`src/rtl/im_loader.sv`:
```
// im_loader: streams instruction words from a host into IM by injecting
// one write token per free pipeline slot into the Ftc0->Ftc1 token path.
module im_loader #(
  parameter int unsigned ADDR_W     = 14,
  parameter int unsigned FIFO_DEPTH = 4
) (
  input  logic              clk,
  input  logic              rst,
  input  logic              start_i,
  input  logic [ADDR_W-1:0] base_addr_i,
  input  logic [14:0]       count_i,
  input  logic              ins_valid_i,
  input  logic [33:0]       ins_i,
  output logic              ins_ready_o,
  input  logic              slot_free_i,
  output logic              tok_valid_o,
  output logic [15:0]       node_o,
  output logic [11:0]       gen_o,
  output logic [31:0]       opr0_o,
  output logic [31:0]       opr1_o,
  output logic [1:0]        mem_wen_o,
  output logic              busy_o,
  output logic              done_o,
  output logic              err_o
);

  localparam int unsigned PW = (FIFO_DEPTH > 1) ? $clog2(FIFO_DEPTH) : 1;
  localparam logic [PW:0] FILL_MAX = (PW+1)'(FIFO_DEPTH);

  typedef enum logic [1:0] {S_IDLE, S_LOAD, S_DONE} state_e;

  state_e            state_q, state_d;
  logic [33:0]       mem_q [FIFO_DEPTH];
  logic [PW-1:0]     wr_ptr_q, rd_ptr_q;
  logic [PW:0]       fill_q;
  logic [14:0]       count_q, accepted_q, issued_q;
  logic [ADDR_W-1:0] addr_q;
  logic              tok_valid_q;
  logic [ADDR_W-1:0] tok_addr_q;
  logic [33:0]       tok_word_q;
  logic              done_q, err_q;

  logic fifo_full, fifo_empty, push, pop, start_ok, last_issue;

  assign fifo_full   = (fill_q == FILL_MAX);
  assign fifo_empty  = (fill_q == '0);
  assign ins_ready_o = (state_q == S_LOAD) && !fifo_full && (accepted_q < count_q);
  assign push        = ins_valid_i && ins_ready_o;
  assign pop         = (state_q == S_LOAD) && !fifo_empty && slot_free_i;
  assign start_ok    = (state_q == S_IDLE) && start_i;
  assign last_issue  = pop && ((issued_q + 15'd1) == count_q);

  // Next-state logic for the load sequencer
  always_comb begin
    state_d = state_q;
    unique case (state_q)
      S_IDLE:  if (start_i) state_d = (count_i == '0) ? S_DONE : S_LOAD;
      S_LOAD:  if (last_issue) state_d = S_DONE;
      S_DONE:  state_d = S_IDLE;
      default: state_d = S_IDLE;
    endcase
  end

  // State register
  always_ff @(posedge clk) begin
    if (!rst) state_q <= S_IDLE;
    else      state_q <= state_d;
  end

  // Word storage; contents are meaningless while fill is zero, so no reset
  always_ff @(posedge clk) begin
    if (push) mem_q[wr_ptr_q] <= ins_i;
  end

  // Counters, FIFO pointers, registered token and status outputs
  always_ff @(posedge clk) begin
    if (!rst) begin
      wr_ptr_q    <= '0;
      rd_ptr_q    <= '0;
      fill_q      <= '0;
      count_q     <= '0;
      accepted_q  <= '0;
      issued_q    <= '0;
      addr_q      <= '0;
      tok_valid_q <= 1'b0;
      tok_addr_q  <= '0;
      tok_word_q  <= '0;
      done_q      <= 1'b0;
      err_q       <= 1'b0;
    end else begin
      tok_valid_q <= pop;
      tok_addr_q  <= pop ? addr_q : '0;
      tok_word_q  <= pop ? mem_q[rd_ptr_q] : '0;
      // done is the registered image of the DONE state, so it lands one
      // cycle after the final token and never overlaps it
      done_q      <= (state_q == S_DONE);
      if (start_ok) begin
        addr_q     <= base_addr_i;
        count_q    <= count_i;
        accepted_q <= '0;
        issued_q   <= '0;
        wr_ptr_q   <= '0;
        rd_ptr_q   <= '0;
        fill_q     <= '0;
        err_q      <= 1'b0;
      end else begin
        if (start_i && (state_q != S_IDLE)) err_q <= 1'b1;
        if (push) begin
          wr_ptr_q   <= wr_ptr_q + PW'(1);
          accepted_q <= accepted_q + 15'd1;
        end
        if (pop) begin
          rd_ptr_q <= rd_ptr_q + PW'(1);
          addr_q   <= addr_q + ADDR_W'(1);
          issued_q <= issued_q + 15'd1;
        end
        if (push && !pop)      fill_q <= fill_q + (PW+1)'(1);
        else if (pop && !push) fill_q <= fill_q - (PW+1)'(1);
      end
    end
  end

  assign tok_valid_o = tok_valid_q;
  assign node_o      = 16'(tok_addr_q);
  assign gen_o       = {10'b0, tok_word_q[33:32]};
  assign opr0_o      = tok_word_q[31:0];
  assign opr1_o      = '0;
  assign mem_wen_o   = {1'b0, tok_valid_q};
  assign busy_o      = (state_q == S_LOAD);
  assign done_o      = done_q;
  assign err_o       = err_q;

endmodule

```
`config.mk`:
```
export PLATFORM = sky130hd
export DESIGN_NAME = im_loader
export DESIGN_NICKNAME = d
export VERILOG_FILES = /design/src/rtl/im_loader.sv
export SDC_FILE = /design/constraint.sdc
export NUM_CORES = 1
export LEC_CHECK = 0
export CELL_PAD_IN_SITES_DETAIL_PLACEMENT = 1
export CELL_PAD_IN_SITES_GLOBAL_PLACEMENT = 1
export CORE_MARGIN = 8
export CORE_UTILIZATION = 37
export CTS_CLUSTER_DIAMETER = 150
export DETAILED_ROUTE_END_ITERATION = 6
export GPL_TIMING_DRIVEN = 0
export HOLD_SLACK_MARGIN = 0.05
export MAX_ROUTING_LAYER = met4
export PLACE_DENSITY_LB_ADDON = 0.1
export SLEW_MARGIN = 20
export SYNTH_ARGS = -nofsm -noshare
export SYNTH_HDL_FRONTEND = slang
export SYNTH_SLANG_ARGS = --single-unit
```
`constraint.sdc`:
```
create_clock -name clk -period 5.9 [get_ports clk]
set_input_delay 1.18 -clock clk [delete_from_list [all_inputs] [get_ports clk]]
set_output_delay 1.18 -clock clk [all_outputs]
set_load 0.005 [all_outputs]
```
==> flow_summary.toml <==
[logic_synthesis]
ys_types = 57
synth-seq-cells = 255
synth.most_common_cell = "edfxtp_1"
syn_inst = 829
yosys_warnings = 0
synthFlopType = "edfxtp_1"
synth_edf_count = 136
synth_area_sq_um = 10500
syn_avg_cell_area_sq_um = 12.7
synth_top_cell_by_area = "edfxtp_1"
async_flop_share_pct = 0
netlist_top_cells_area = "edfxtp_1 39%, dfxtp_1 23%, mux4_2 7.3%"
synthTopCellsByCount = "136 x edfxtp_1, 119 x dfxtp_1, 63 x nand2_1"
synth_top_area_share_pct = 38.8
yosysSeqAreaShare_pct = 61.4

[worst_setup_path]
path_buf_inv = 2
timing.rr.end = "fill_q[2]"
arrival_ns = 3.31
r2r-start = "count_q[9]"
r2r_setup_slack_ns = 2.18
cp-end-kind = "primary output"
cp.required_ns = 4.72
crit_type = "register to primary output"
cp_slowest_cell = "clkdlybuf4s50_1"
cp_common_cell = "a21oi_1"
crit_cells = 8
path_cells = "inv_1 > ha_1 > a21oi_1 > o21ai_0 > a21oi_1 > nor2_1 > a2111oi_0 > clkdlybuf4s50_1"
critPathLaunchType = "register"
path_max_fanout = 6
crit_start = "count_q[2]"
critPathMaxStageDelay_ns = 0.60
crit_end = "ins_ready_o"
crit_family = "compound AO/OA/AOI/OAI gates"
r2r_cells = 14

[grt]
grt_use_met1_pct = 20.0
grt.overflow.total = 0
grtUsageTotal_pct = 16.2
use_met2_pct = 26.7
grt_pass1_wl_mm = 41.8
grt_pass1_vias = 7492
gr-usage-met3_pct = 3.64
grt_busiest_layer = "met2"
grt_max_degree = 25
antenna_found_initial = 1

[drt]
drc_errors = 0
via_count = 6941
first_pass_iters = 4
avgViaCountPerCell = 4.86
wl_per_cell_um = 18.9
drt_iter0_drc = 389
drt_wl_total_mm = 26.9
antenna_left = 0

[layout]
multi_input_area_sq_um = 3600
fin_nets = 1119
area_growth_pct = 27.7
layout.cells.non_filler = 1427
drive_above_1_share_pct = 13.8
ff_latch_area_sq_um = 6470
fillerInstances = 3003

[place]
gp_congestion = 0.791
pre_cts_slack_ns = 1.91
port-buffer-count = 121
placedCellCount = 1376
dp_hpwl_mm = 19.1

[sta]
fmax_mhz = 223
hold_violations = 0
skew_ns = 0.0142
rsz0062_at_grt = "no"
setup_viol = 0
period_minus_slack_ns = 4.49
slew_headroom_pct = 49.7
hold-worst-slack_ns = 0.478
tightest_slew_ns = 0.755
fin_ws_ns = 1.41
tns_ns = 0
fin_crit_sh_pct = 76.1
slew_violations = 0

[die]
die_x_um = 185
initial_core_util_pct = 37.7
io_pins = 167
core_area_sq_um = 27900
die_h_um = 185
die-area_sq_um = 34100
rows = 61

[pwr]
seqPwrFrac_pct = 48.2
power.net_switching_uw = 870
cellLeakagePower_nw = 4.97
ir_worst_vdd_v = 0.000244
comb_power_share_pct = 6.4
p_sw_share_pct = 21.8
clock_power_share_pct = 45.4
internal-power_mw = 3.13
power_density_nw_per_um2 = 297

[hold_path]
hold_start = "err_o"
hold_path.class = "register to register"

[cts]
cts_resized = 0
numCtsBuffers = 28
cts-hold-fix-buffers = 0
clockRootBuffer = "clkbuf_16"
clk_latency_ns = 0.55
cts_tree = "done"
post_cts_buffers = 0
cts_max_path_buffers = 3
cts_sinks = 255
h-tree-depth = 1
clkTransAtPathRegs_ns = 0.06

[flow_run]
maxCapViolCount = 0

[run_status]
status = "complete, no violations"
-- power groups by stage --
stage | sequential (mW) | combinational, mW | clock (mW)
floorplan | 1.96 | 0.141 | 0
global route | 1.93 | 0.285 | 1.93
global placement | 1.96 | 0.249 | 0
CTS | 1.93 | 0.259 | 1.87
finish | 1.93 | 0.257 | 1.81
detailed placement | 1.96 | 0.257 | 0
-- flip-flops by register name, indices dropped and copies added, names as in the netlist --
register	count
tok_word_q	34
fill_q	3
rd_ptr_q	2
done_o	1
state_q	2
tok_valid_o	1
wr_ptr_q	2
count_q	15
addr_q	14
tok_addr_q	14
mem_q	136
issued_q	15
err_o	1
accepted_q	15
-- cell type report --
class | instances | share of cell area, %
buffer | 90 | 3.93
multi-input combinational | 500 | 26.8
clock inverter | 18 | 1.80
antenna | 1 | 0.0186
tap | 378 | 3.52
timing repair buffer | 125 | 9.71
clock buffer | 32 | 5.40
sequential | 255 | 48.1
inverter | 28 | 0.781
-- cells by family (layout without fill, tap and decap cells) --
| family | Yosys count | after routing | share of synthesized area [%] |
|---|---|---|---|
| other | 1 | 46 | 0.0356 |
| buffers and inverters | 118 | 293 | 6.01 |
| muxes | 38 | 38 | 7.65 |
| and+or+nand+nor | 244 | 244 | 11.9 |
| xor gates and xnor gates | 45 | 45 | 3.74 |
| adders and majority gates | 23 | 23 | 2.80 |
| AOI/OAI and AO/OA | 105 | 105 | 6.43 |
| DFF | 255 | 255 | 61.4 |
-- stage by stage --
| stage | area, sq um | util (%) | power [mW] |
|---|---|---|---|
| floorplan | 10700 | - | 2.10 |
| global placement | 12400 | 44.3 | 2.21 |
| detailed placement | 12500 | 44.7 | 2.22 |
| CTS | 13400 | 48.1 | 4.06 |
| global route | 13500 | 48.2 | 4.14 |
| finish | 13500 | 48.2 | 4.00 |
-- worst min-delay path, delay by kind of cell, from the launching register on --
family           cells  cell delay [ns]
AND/OR/NAND/NOR      2             0.12
flip-flops           1             0.33
-- worst min-delay path by stage --
stage                           to  cells after the start
floorplan           tok_addr_q[12]                      2
global route        tok_addr_q[12]                      2
CTS                          err_o                      2
finish                       err_o                      2
detailed placement           err_o                      2
global placement             err_o                      2
-- per-layer routing --
layer | vias to the layer above | part of all wire (%)
met1 | 3392 | 45
met3 | 36 | 6.3
met5 | - | 0
met4 | 0 | 1.9
met2 | 176 | 47
li1 | 3337 | -
-- cells in the final DEF (no fill, tap or decap), drive strengths merged, types with 10 or more instances in the layout --
master and n:
clkbuf 66, xnor2 17, dfxtp 119, nor3 12, a21oi 41, nand2 63
conb 45, clkdlybuf4s50 121, o21ai 23, ha 22, xor2 28, nor2 44
and3 57, clkinv 10, buf 60, nand4 17, nand3 12, or3 12
inv 28, mux4 34, edfxtp 136
Power figures use the tool's default switching activity.
